==> src/rtl/matrix_multiply_sequencer.sv <==
// matrix_multiply_sequencer
//   Control end of the matrix_multiply datapath. Walks C = A x B for square
//   N x N matrices, presenting one ROM address pair per cycle (k innermost,
//   then j, then i), accumulates the returning two-product partial sums and
//   writes each finished C element to the result RAM in address order.
//
// Ports
//   clock                  : system clock, rising edge
//   reset                  : synchronous, active-high
//   start                  : one-cycle pulse, begins a multiply when idle
//   result_multiply_matrix : partial sum for the pair issued PIPE_LAT cycles ago
//   Q_A / Qnext_A          : ROM A addresses of A[i][k] / A[i][k+1]
//   address_a_ROMB / _b_   : ROM B addresses of B[k][j] / B[k+1][j]
//   done_counter           : every address pair has been issued
//   c_wr_en/addr/data      : result RAM write strobe, address i*N+j, dot product
//   busy                   : high while issuing and draining
//   done                   : one-cycle pulse after the final C write
module matrix_multiply_sequencer #(
    parameter int N        = 128,
    parameter int PIPE_LAT = 4,
    parameter int ADDR_W   = 2 * $clog2(N),
    parameter int ACC_W    = 17 + $clog2(N) - 1
) (
    input  logic              clock,
    input  logic              reset,
    input  logic              start,
    input  logic [16:0]       result_multiply_matrix,
    output logic [ADDR_W-1:0] Q_A,
    output logic [ADDR_W-1:0] Qnext_A,
    output logic [ADDR_W-1:0] address_a_ROMB,
    output logic [ADDR_W-1:0] address_b_ROMB,
    output logic              done_counter,
    output logic              c_wr_en,
    output logic [ADDR_W-1:0] c_wr_addr,
    output logic [ACC_W-1:0]  c_wr_data,
    output logic              busy,
    output logic              done
);
    localparam int LOG_N = $clog2(N);

    typedef logic [LOG_N-1:0] idx_t;

    localparam idx_t              IDX_LAST = idx_t'(N - 1);
    localparam idx_t              K_LAST   = idx_t'(N - 2);
    localparam logic [ADDR_W-1:0] C_LAST   = ADDR_W'(N * N - 1);

    typedef enum logic [1:0] {IDLE, ISSUE, DRAIN, DONE} state_t;

    typedef struct packed {
        logic valid;
        logic last;
        idx_t i;
        idx_t j;
    } tag_t;

    state_t           state, next_state;
    idx_t             i_cnt, j_cnt, k_cnt;
    idx_t             i_nxt, j_nxt, k_nxt;
    logic             load_first, issue_step, issue_final;
    tag_t             tag_pipe [PIPE_LAT];
    tag_t             tag_out;
    logic [ACC_W-1:0] acc, acc_sum;

    assign tag_out = tag_pipe[PIPE_LAT-1];
    assign acc_sum = acc + ACC_W'(result_multiply_matrix);

    always_ff @(posedge clock) begin
        if (reset) state <= IDLE;
        else       state <= next_state;
    end

    // The counters always hold the pair currently on the address outputs,
    // so ISSUE tests the final pair directly. DRAIN ends on the write of the
    // last C element, which is when the final valid tag has retired.
    always_comb begin
        next_state  = state;
        load_first  = 1'b0;
        issue_step  = 1'b0;
        issue_final = 1'b0;
        case (state)
            IDLE: begin
                if (start) begin
                    next_state = ISSUE;
                    load_first = 1'b1;
                end
            end
            ISSUE: begin
                issue_step = 1'b1;
                if (i_cnt == IDX_LAST && j_cnt == IDX_LAST && k_cnt == K_LAST) begin
                    issue_final = 1'b1;
                    next_state  = DRAIN;
                end
            end
            DRAIN: begin
                if (c_wr_en && c_wr_addr == C_LAST) next_state = DONE;
            end
            DONE:    next_state = IDLE;
            default: next_state = IDLE;
        endcase
    end

    always_comb begin
        i_nxt = i_cnt;
        j_nxt = j_cnt;
        k_nxt = k_cnt + idx_t'(2);
        if (load_first) begin
            i_nxt = '0;
            j_nxt = '0;
            k_nxt = '0;
        end else if (k_cnt == K_LAST) begin
            k_nxt = '0;
            if (j_cnt == IDX_LAST) begin
                j_nxt = '0;
                i_nxt = i_cnt + idx_t'(1);
            end else begin
                j_nxt = j_cnt + idx_t'(1);
            end
        end
    end

    // Address registers hold after the final pair; k is always even, so the
    // odd partner address is k with bit 0 set.
    always_ff @(posedge clock) begin
        if (reset) begin
            i_cnt          <= '0;
            j_cnt          <= '0;
            k_cnt          <= '0;
            Q_A            <= '0;
            Qnext_A        <= '0;
            address_a_ROMB <= '0;
            address_b_ROMB <= '0;
        end else if (load_first || (issue_step && !issue_final)) begin
            i_cnt          <= i_nxt;
            j_cnt          <= j_nxt;
            k_cnt          <= k_nxt;
            Q_A            <= ADDR_W'({i_nxt, k_nxt});
            Qnext_A        <= ADDR_W'({i_nxt, k_nxt | idx_t'(1)});
            address_a_ROMB <= ADDR_W'({k_nxt, j_nxt});
            address_b_ROMB <= ADDR_W'({k_nxt | idx_t'(1), j_nxt});
        end
    end

    // Tag for the pair presented this cycle; it reaches the end of the pipe
    // in the cycle its partial sum is on result_multiply_matrix.
    always_ff @(posedge clock) begin
        if (reset) begin
            for (int unsigned p = 0; p < PIPE_LAT; p++) tag_pipe[p] <= '0;
        end else begin
            tag_pipe[0] <= issue_step ? tag_t'{1'b1, k_cnt == K_LAST, i_cnt, j_cnt} : '0;
            for (int unsigned p = 1; p < PIPE_LAT; p++) tag_pipe[p] <= tag_pipe[p-1];
        end
    end

    always_ff @(posedge clock) begin
        if (reset) begin
            acc       <= '0;
            c_wr_en   <= 1'b0;
            c_wr_addr <= '0;
            c_wr_data <= '0;
        end else begin
            c_wr_en <= 1'b0;
            if (tag_out.valid) begin
                if (tag_out.last) begin
                    c_wr_en   <= 1'b1;
                    c_wr_addr <= ADDR_W'({tag_out.i, tag_out.j});
                    c_wr_data <= acc_sum;
                    acc       <= '0;
                end else begin
                    acc <= acc_sum;
                end
            end
        end
    end

    // Status outputs are registered decodes of the state being entered.
    always_ff @(posedge clock) begin
        if (reset) begin
            busy         <= 1'b0;
            done         <= 1'b0;
            done_counter <= 1'b0;
        end else begin
            busy         <= (next_state == ISSUE) || (next_state == DRAIN);
            done         <= (next_state == DONE);
            done_counter <= (next_state == DRAIN) || (next_state == DONE);
        end
    end

endmodule
==> config.mk <==
export PLATFORM = sky130hd
export DESIGN_NAME = matrix_multiply_sequencer
export DESIGN_NICKNAME = d
export VERILOG_FILES = /design/src/rtl/matrix_multiply_sequencer.sv
export SDC_FILE = /design/constraint.sdc
export NUM_CORES = 1
export LEC_CHECK = 0
export ABC_CLOCK_PERIOD_IN_PS = 7100
export BUFFER_PORTS_ARGS = -buffer_cell sky130_fd_sc_hd__buf_2
export CORE_MARGIN = 2
export CORE_UTILIZATION = 55
export DETAILED_ROUTE_END_ITERATION = 10
export GPL_TIMING_DRIVEN = 0
export PLACE_DENSITY = 0.87
export SYNTH_ARGS = -nofsm -noshare
export SYNTH_HDL_FRONTEND = slang
export SYNTH_SLANG_ARGS = --single-unit
==> constraint.sdc <==
create_clock -name clock -period 7.1 [get_ports clock]
set_input_delay 0.355 -clock clock [delete_from_list [all_inputs] [get_ports clock]]
set_output_delay 0.355 -clock clock [all_outputs]
set_load 0.03 [all_outputs]
==> results by group <==
Run status
  • Status: finished clean

CTS
  • Post-CTS Resized: 0
  • CTS Buf Count: 17
  • Worst-Skew Late Latency: 0.42 ns
  • Postcts setup bufs: 0
  • Clock Tree Buf Depth: 2
  • H-tree levels: 4
  • CTS Hold Bufs: 0
  • Clock Pin Slew Worst Setup and Hold Paths: 0.06 ns
  • CTS root buffer: clkbuf_16
  • CTS Sinks: 151
  • CTS tree: built

Power and ir drop
  • Comb pwr share: 0.056
  • Clock power share: 0.462
  • Max VDD drop: 140 uV
  • P_sw: 0.000424 W
  • Pleak: 3.39 nW
  • Sw Ratio: 0.238
  • Total power draw: 0.00179 W
  • PD cells: 227 mW/mm2
  • Reg power frac: 0.482
  • Cell-internal power: 0.00136 W

Synth
  • Top-count cell post-synth: dfxtp_1
  • Leading area contributor after synthesis: dfxtp_1
  • Syn_area_per_cell: 9.16 um2
  • Fraction of registers with async set/reset: 0
  • Yosys reg bits: 151
  • Number of flops mapped to enable cells by yosys: 0
  • Synth Instances: 717
  • YS warnings: 0
  • Synth Flop Type: dfxtp_1
  • Post-synth top cells: 151 x dfxtp_1, 72 x nand2_1, 58 x nor2_1
  • Yosys cell types: 77
  • Synthesized cell area: 0.00657 mm2
  • Top cells by area, synth: dfxtp_1 46%, nor2b_1 5.0%, nand2_1 4.1%
  • Synth top area share: 0.460
  • Post-synthesis sequential area ratio: 0.460

Setup path
  • Crit path DAT: 3.03 ns
  • Startpoint Class: flop
  • Required @ worst endpoint: 7.40 ns
  • Crit Path Category: flop to flop
  • CP endpoint kind: flop
  • Maximum fanout along the worst path: 4

Global route
  • First-pass GRT wire length: 25600 um
  • Tot GR Track Use: 0.252
  • Vias in the first global route: 5415
  • Largest net degree at the start of global routing: 17
  • Initial antenna violation count: 1
  • GRT Residual Overflow: 0

Layout
  • # diodes: 0
  • Area Growth Syn to Fin: 19.8%
  • Ratio of cells with drive above 1 in the final layout: 0.237
  • Final instance area: 0.00787 mm2
  • Final nets: 893

Routing
  • Initial DRC Count: 438
  • Final WL: 16100 um
  • First-pass iteration count of the detailed router: 6
  • Average wire per standard cell: 16.0 um
  • Drt drc: 0
  • DRT antenna net count: 0
  • Via density: 5.65
  • Via count: 5690

Job
  • Max cap viols: 0

Timing
  • Setup TNS: 0 ns
  • Relative slew slack: 0.541
  • Fin crit period: 2.73 ns
  • Achievable frequency: 367 MHz
  • Measured slew at the worst slew-check pin: 0.689 ns
  • WHS: 0.360 ns
  • # setup viols final: 0
  • Final hold violation count: 0
  • Fin crit share: 0.384
  • RSZ-0062 raised after global routing: false
  • Post-route clock skew: 0.0125 ns
  • Final Max Tran Viols: 0

Die
  • Die area: 0.0128 mm2
  • Die W: 113 um
  • Die H: 113 um
  • FP Rows: 39
  • Starting density of the core: 0.570
  • Core Area: 0.0115 mm2
  • Ports: 117

Place
  • Hpwl dp: 11200 um
  • Area after DPL: 0.00732 mm2
  • RD Place Congestion: 0.911
  • Count of input and output buffers: 114

Min path
  • Worst Hold Class: primary input to flop
==> through the flow <==
| step | worst slack (ns) | utilization | instances |
|---|---|---|---|
| final | 4.37 | 0.683 | 1007 |
| after global routing | 4.27 | 0.683 | 1007 |
| after CTS | 4.42 | 0.683 | 1007 |
| after detailed placement | 4.27 | 0.636 | 975 |
| after global placement | 4.30 | 0.636 | 975 |
| after floorplan | 4.65 | - | 718 |
==> metal layers <==
metal,vias to the layer above,GRT usage,wire length (um),part of all wire
li1,2738,-,-,-
met1,2601,0.302,6670,0.41
met2,294,0.417,7600,0.47
met3,57,0.0771,1330,0.083
met4,0,0.110,536,0.033
met5,-,0,0,0
==> kinds of logic (layout without fill, tap and decap cells) <==
family,count (synthesis),in the layout,synth area share
and+or+nand+nor,287,287,0.233
AOI/OAI and AO/OA,152,152,0.166
DFF,151,151,0.460
buffers and inverters,83,229,0.0684
adders and majority gates,22,22,0.0431
xor gates and xnor gates,18,18,0.0240
muxes,3,3,0.00476
other,1,2,0.000571
==> layout make-up <==
cell class	instances	area, um2
buffer	70	400
clock buffer	22	474
inverter	13	48.8
sequential	151	3020
clock inverter	10	70.1
fill	890	3650
multi-input combinational	484	3100
tap	143	179
timing repair buffer	114	571
==> final timing paths <==
path | slack [ns] | depth (start not counted) | endpoint | from
min reg2reg | 0.43 | 1 | tag_pipe[0][53] | tag_pipe[0][37]
max | 4.37 | 8 | acc[16] | acc[0]
min | 0.36 | 3 | tag_pipe[0][3] | reset
max reg2reg | 4.37 | 8 | acc[16] | acc[0]
==> cells in the final DEF, fill, tap and decap left out, drive strengths merged, types with 7 or more instances in the layout <==
| cell type | synthesis | routed |
|---|---|---|
| nand2 | 72 | 72 |
| a211oi | 7 | 7 |
| ha | 21 | 21 |
| nand4 | 10 | 10 |
| xor2 | 11 | 11 |
| nor2 | 58 | 58 |
| a31oi | 8 | 8 |
| o21ai | 24 | 24 |
| nand3 | 15 | 15 |
| nor3 | 10 | 10 |
| xnor2 | 7 | 7 |
| a21o | 9 | 9 |
| dfxtp | 151 | 151 |
| inv | 12 | 14 |
| clkbuf | 27 | 49 |
| a21oi | 48 | 48 |
| buf | 43 | 157 |
| and2 | 22 | 22 |
| or3 | 7 | 7 |
| nand3b | 9 | 9 |
| a22oi | 9 | 9 |
| nor2b | 52 | 52 |
==> worst max-delay path: stages, from the launching register on <==
cell and delay [ns]:
dfxtp_1 0.31, ha_1 0.23, fa_1 0.42, a21o_1 0.24, a221oi_2 0.40, o2111ai_2 0.19
a311oi_2 0.45, nor3_1 0.10, a211o_1 0.27
==> power by group through the flow <==
| stage | sequential, W | combinational, W | clock (W) |
|---|---|---|---|
| floorplan | 0.000881 | 0.0000668 | 0 |
| global placement | 0.000879 | 0.0000950 | 0 |
| detailed placement | 0.000880 | 0.0000964 | 0 |
| CTS | 0.000861 | 0.0000978 | 0.000828 |
| global route | 0.000862 | 0.000109 | 0.000864 |
| finish | 0.000862 | 0.0000993 | 0.000825 |
==> sequential cells by signal, summed over array words and instances (netlist names) <==
name	cells
done	1
acc	23
Q_A	13
Qnext_A	1
address_a_ROMB	7
c_wr_data	23
busy	1
done_counter	1
c_wr_addr	14
tag_pipe	64
state	2
c_wr_en	1
(Power assumes the default switching activity.)
